`src/rtl/branch_predictor.sv`:
```
// Dynamic branch predictor: a table of saturating counters indexed by PC (bimodal)
// or PC XOR global history (gshare), trained by resolved outcomes from ID.
module branch_predictor #(
  parameter int XLEN     = 32,
  parameter int IDX_W    = 4,
  parameter int CTR_W    = 2,
  parameter int INIT_CTR = 2,
  parameter int MODE     = 0,
  parameter int GHR_W    = 4,
  parameter int STAT_W   = 16
) (
  input  logic              clk_i,
  input  logic              rst_i,
  input  logic [XLEN-1:0]   lookup_pc_i,
  output logic              predict_taken_o,
  output logic [IDX_W-1:0]  predict_idx_o,
  input  logic              update_valid_i,
  input  logic [IDX_W-1:0]  update_idx_i,
  input  logic              update_taken_i,
  input  logic              update_pred_i,
  output logic              mispredict_o,
  output logic [GHR_W-1:0]  ghr_o,
  output logic [STAT_W-1:0] branch_cnt_o,
  output logic [STAT_W-1:0] mispred_cnt_o
);

  localparam int ENTRIES = 1 << IDX_W;
  localparam logic [CTR_W-1:0]  CTR_MAX  = '1;
  localparam logic [STAT_W-1:0] STAT_MAX = '1;

  logic [ENTRIES*CTR_W-1:0] w_ctr_flat;
  logic [IDX_W-1:0]         w_pc_idx;
  logic [IDX_W-1:0]         w_lookup_idx;
  logic [CTR_W-1:0]         w_lookup_ctr;
  logic [GHR_W-1:0]         w_ghr_next;
  logic                     w_unused_pc;
  logic [GHR_W-1:0]         r_ghr;
  logic [STAT_W-1:0]        r_branch_cnt;
  logic [STAT_W-1:0]        r_mispred_cnt;

  assign w_pc_idx    = lookup_pc_i[IDX_W+1:2];
  assign w_unused_pc = ^{lookup_pc_i[XLEN-1:IDX_W+2], lookup_pc_i[1:0]};

  generate
    if (MODE == 1) begin : g_gshare
      assign w_lookup_idx = w_pc_idx ^ IDX_W'(r_ghr);
      if (GHR_W > 1) begin : g_shift
        assign w_ghr_next = {r_ghr[GHR_W-2:0], update_taken_i};
      end else begin : g_single
        assign w_ghr_next = update_taken_i;
      end
    end else begin : g_bimodal
      assign w_lookup_idx = w_pc_idx;
      assign w_ghr_next   = '0;
    end
  endgenerate

  // One counter per entry; only the entry named by update_idx_i moves.
  generate
    for (genvar gi = 0; gi < ENTRIES; gi++) begin : g_entry
      logic [CTR_W-1:0] r_ctr;
      always_ff @(posedge clk_i) begin
        if (!rst_i) begin
          r_ctr <= CTR_W'(INIT_CTR);
        end else if (update_valid_i && update_idx_i == IDX_W'(gi)) begin
          if (update_taken_i && r_ctr != CTR_MAX)
            r_ctr <= r_ctr + 1'b1;
          else if (!update_taken_i && r_ctr != '0)
            r_ctr <= r_ctr - 1'b1;
        end
      end
      assign w_ctr_flat[gi*CTR_W +: CTR_W] = r_ctr;
    end
  endgenerate

  // Lookup reads the registered table, so a same-cycle update is not visible yet.
  assign w_lookup_ctr    = w_ctr_flat[w_lookup_idx*CTR_W +: CTR_W];
  assign predict_taken_o = w_lookup_ctr[CTR_W-1];
  assign predict_idx_o   = w_lookup_idx;
  assign mispredict_o    = update_valid_i & (update_taken_i != update_pred_i);

  always_ff @(posedge clk_i) begin
    if (!rst_i) begin
      r_ghr         <= '0;
      r_branch_cnt  <= '0;
      r_mispred_cnt <= '0;
    end else if (update_valid_i) begin
      r_ghr <= w_ghr_next;
      if (r_branch_cnt != STAT_MAX)
        r_branch_cnt <= r_branch_cnt + 1'b1;
      if (mispredict_o && r_mispred_cnt != STAT_MAX)
        r_mispred_cnt <= r_mispred_cnt + 1'b1;
    end
  end

  assign ghr_o         = r_ghr;
  assign branch_cnt_o  = r_branch_cnt;
  assign mispred_cnt_o = r_mispred_cnt;

endmodule

```
`config.mk`:
```
export PLATFORM = sky130hd
export DESIGN_NAME = branch_predictor
export DESIGN_NICKNAME = d
export VERILOG_FILES = /design/src/rtl/branch_predictor.sv
export SDC_FILE = /design/constraint.sdc
export NUM_CORES = 1
export LEC_CHECK = 0
export BUFFER_PORTS_ARGS = -buffer_cell sky130_fd_sc_hd__buf_4
export CORE_ASPECT_RATIO = 1.4
export CORE_MARGIN = 8
export CORE_UTILIZATION = 35
export DETAILED_ROUTE_END_ITERATION = 6
export SLEW_MARGIN = 5
export SYNTH_ARGS = -nofsm -noshare
export SYNTH_HDL_FRONTEND = slang
export SYNTH_SLANG_ARGS = --single-unit
```
`constraint.sdc`:
```
create_clock -name clk_i -period 1.7 [get_ports clk_i]
set_input_delay 0 -clock clk_i [delete_from_list [all_inputs] [get_ports clk_i]]
set_output_delay 0 -clock clk_i [all_outputs]
set_load 0.01 [all_outputs]
```
==> summary.txt <==
STA
  • Final cycle utilization of the critical path: 104%
  • Setup repair after global routing missed its margin: true
  • Slew headroom: 59.2%
  • Final worst setup slack: -0.0672 ns
  • Hold Vio Cnt, Final: 0
  • Skew final: ~0.0058 ns
  • Total count of max-transition violations in the final report: 0
  • Tmin final: 1.77 ns
  • Total Neg Setup Slack: -0.0672 ns
  • Final Setup Violations: 1
  • Actual transition at the worst max-transition pin: 0.611 ns
  • Fmax: 0.566 GHz

Worst setup path
  • Endpoint kind of the worst setup timing path: output pin
  • Reg-to-Reg Start: mispred_cnt_o[0]
  • Startpoint type of the worst setup path: register
  • Reg2reg path depth: 7
  • Critical Setup Path Class: register to output pin
  • Worst reg2reg setup slack: 0.01 ns
  • Critical path fanouts, max: 4
  • Required arrival time at the worst endpoint: 1.70 ns
  • Reg-to-reg endpoint: mispred_cnt_o[11]
  • Data arrival time of the critical path: 1.77 ns

Yosys
  • FFs w/ async S/R, synth: 0%
  • Syn Inst Count: 443
  • Yosys Warn Count: 0
  • Number of flops mapped to enable cells by yosys: 0
  • Avg Synthesized Cell Area: around 8.1 µm²
  • Portion of the post-synthesis area used by sequential elements: 35.8%
  • Synth Register Bits: 64
  • Synthesized cell area: about 3600 µm²
  • Top FF cell, synth: sky130_fd_sc_hd__dfxtp_1
  • Number of different library cells in the post-synthesis netlist: 50

Status
  • Run status: complete, but fails checks
  • Violated checks: negative setup slack

Clocking
  • Insertion delay of the later-clocked pin in the worst-skew pair: 0.33 ns
  • Post-CTS clock slew at the launch and capture registers of the worst setup and hold paths: 0.05 ns
  • Number of buffers between clock root and the deepest sink: 2
  • Number of CTS-inserted buffers: 9
  • CTS root buffer: sky130_fd_sc_hd__clkbuf_16
  • Count of H-tree levels built during CTS: 3
  • TritonCTS clock tree: yes
  • # hold bufs at CTS: 0
  • Clock Sink Count: 64

Drt
  • Router iterations before antenna repair: 4
  • Antenna violation net count after detailed routing: 0
  • Drt drc: 0
  • WL final: 10.0 mm
  • Overall via count from detail_route: 3630
  • Detailed-route vias per instance: 5.57
  • Drt first-iter violations: approximately 140
  • WL/cell: around 15 µm

Hold path
  • Hold-critical path depth: 4
  • Startpoint of the worst hold path: update_valid_i
  • Type of the worst min-delay path: input port to register
  • Hold path endpoint: branch_cnt_o[7]

Power
  • Max IR drop VDD: 0.512 mV
  • Total power per unit cell area: 848 nW/µm²
  • Static leakage: 1.65 nW
  • Sum of internal, switching and leakage power: about 4 mW

Global routing
  • Largest net degree at the start of global routing: 38
  • Global-route total usage across every layer: 15.0%
  • Wire length of the first global-routing pass: 16.6 mm
  • Number of global-route vias before repair: about 3600
  • Residual overflow from global routing: 0
  • Initial antenna violation count: 0

Die
  • Floorplan Core Area: 9950 µm²
  • Die Area: 13800 µm²
  • Num ports: 83
  • Effective utilization at floorplan: roughly 36%
  • Die Ht: approximately 140 µm
  • Chip width: ~100 µm
  • Site row count: 43

Layout
  • Synth-to-Final Area Change: 31.6%
  • Most frequent cells in the layout: sky130_fd_sc_hd__buf_4, sky130_fd_sc_hd__nand2_1, sky130_fd_sc_hd__dfxtp_1
  • Filler Cell Count: between 900 and 1000
  • Proportion of layout cells with a drive suffix above 1: about 29%
  • Net count, final: 555
  • Commonest non-fill, non-tap cell in the layout: sky130_fd_sc_hd__buf_4
  • Antenna fix cells: 0

Run
  • Maximum capacitance violations: 0

Placed design
  • Placer's final routability congestion estimate: between 0.7 and 0.8
  • PortBufs: 50
  • Setup WS pre-CTS: -0.0516 ns
  • Estimated wirelength of the detail-placed design: between 6 and 7 mm
[area by class of cell]
type | count | area, µm² | share of cell area [%]
inverters | 8 | 30.0 | 0.638
flip-flops and latches | 64 | 1310 | 27.8
well taps | 135 | 169 | 3.59
repair buffers | 94 | 722 | 15.3
clock buffers | 14 | 285 | 6.06
multi-input cells | 335 | 2180 | 46.4
clock inverters | 2 | 10.0 | 0.213
[worst max-delay path: stages, from the launching register on]
cell                      delay [ns]
sky130_fd_sc_hd__dfxtp_1        0.34
sky130_fd_sc_hd__mux4_2         0.49
sky130_fd_sc_hd__mux4_2         0.48
sky130_fd_sc_hd__buf_6          0.14
[logic make-up (layout without fill, tap and decap cells)]
| group | count (synthesis) | in the layout | synth area share, % |
|---|---|---|---|
| mux | 13 | 13 | 5.39 |
| xor+xnor | 3 | 3 | 0.945 |
| fa+ha+maj | 2 | 2 | 0.700 |
| buf+inv | 48 | 118 | 6.12 |
| simple gates | 182 | 183 | 27.3 |
| flops | 64 | 64 | 35.8 |
| other cells | 1 | 4 | 0.105 |
| compound gates | 130 | 130 | 23.6 |
[Yosys cell counts (2+ instances only)]
master | instances | share of area, %
sky130_fd_sc_hd__nor4_1 | 7 | 1.2
sky130_fd_sc_hd__nor3b_1 | 2 | 0.42
sky130_fd_sc_hd__or4_1 | 10 | 2.1
sky130_fd_sc_hd__nand2_1 | 65 | 6.8
sky130_fd_sc_hd__or3b_1 | 2 | 0.49
sky130_fd_sc_hd__inv_1 | 8 | 0.84
sky130_fd_sc_hd__nor2_1 | 5 | 0.52
sky130_fd_sc_hd__a31oi_1 | 10 | 1.7
sky130_fd_sc_hd__a21oi_1 | 30 | 4.2
sky130_fd_sc_hd__buf_2 | 4 | 0.56
sky130_fd_sc_hd__o311ai_0 | 2 | 0.49
sky130_fd_sc_hd__o31a_1 | 12 | 2.9
sky130_fd_sc_hd__o41ai_1 | 7 | 1.7
sky130_fd_sc_hd__dfxtp_1 | 64 | 36
sky130_fd_sc_hd__a31o_2 | 2 | 0.49
sky130_fd_sc_hd__mux2i_1 | 8 | 2.2
sky130_fd_sc_hd__clkbuf_1 | 27 | 2.8
sky130_fd_sc_hd__and3_1 | 2 | 0.35
sky130_fd_sc_hd__and2_1 | 2 | 0.35
sky130_fd_sc_hd__nand4_1 | 11 | 1.9
sky130_fd_sc_hd__nand3b_1 | 3 | 0.63
sky130_fd_sc_hd__ha_1 | 2 | 0.70
sky130_fd_sc_hd__o21ai_1 | 2 | 0.28
sky130_fd_sc_hd__o31ai_1 | 19 | 4.0
sky130_fd_sc_hd__or4b_1 | 3 | 0.84
sky130_fd_sc_hd__o21ai_0 | 27 | 3.8
sky130_fd_sc_hd__nand2b_1 | 16 | 2.8
sky130_fd_sc_hd__nor3_1 | 16 | 2.2
sky130_fd_sc_hd__or3_1 | 8 | 1.4
sky130_fd_sc_hd__buf_4 | 9 | 1.9
sky130_fd_sc_hd__nand3_1 | 21 | 2.9
sky130_fd_sc_hd__mux4_2 | 5 | 3.1
sky130_fd_sc_hd__and4_1 | 4 | 0.98
sky130_fd_sc_hd__o22ai_1 | 12 | 2.1
[worst max-delay path by stage]
| stage | start | end |
|---|---|---|
| after global placement | mispred_cnt_o[0] | mispred_cnt_o[8] |
| final | g_entry[2].r_ctr[1] | predict_taken_o |
| after global routing | g_entry[12].r_ctr[1] | predict_taken_o |
| after CTS | g_entry[8].r_ctr[1] | predict_taken_o |
| after floorplan | mispred_cnt_o[0] | mispred_cnt_o[8] |
| after detailed placement | mispred_cnt_o[0] | mispred_cnt_o[8] |
[layer usage]
layer / wire length, µm / vias to the layer above / global-route usage [%]
met1: 4300 / 1735 / 16.7
li1: - / 1804 / -
met3: 494 / 20 / 3.81
met2: 4980 / 71 / 25.3
met5: 0 / - / 0
met4: 274 / 0 / 8.56
[repair_timing]
item,in CTS,in global routing
buffers inserted,6,4
endpoints found under the setup margin,4,16
resized for setup,16,12
gates cloned,0,1
pin swaps,1,3
[where the power goes]
group	switching [mW]	internal, mW
combinational	0.269	0.246
sequential	0.0744	1.59
clock	0.662	1.15
[per-stage QoR]
stage	hold slack, ns	util [%]	instances	instance area (µm²)
2_1_floorplan	0.0918	-	446	3610
3_3_place_gp	0.201	42.6	626	4240
3_5_place_dp	0.201	42.6	626	4240
4_1_cts	0.117	46.3	647	4610
5_1_grt	0.156	47.3	652	4700
6_report	0.124	47.3	652	4700
[state kept, by name, summed over array words and instances (netlist names)]
signal / count
branch_cnt_o: 16
g_entry.r_ctr: 32
mispred_cnt_o: 16
(Power assumes the default switching activity.)
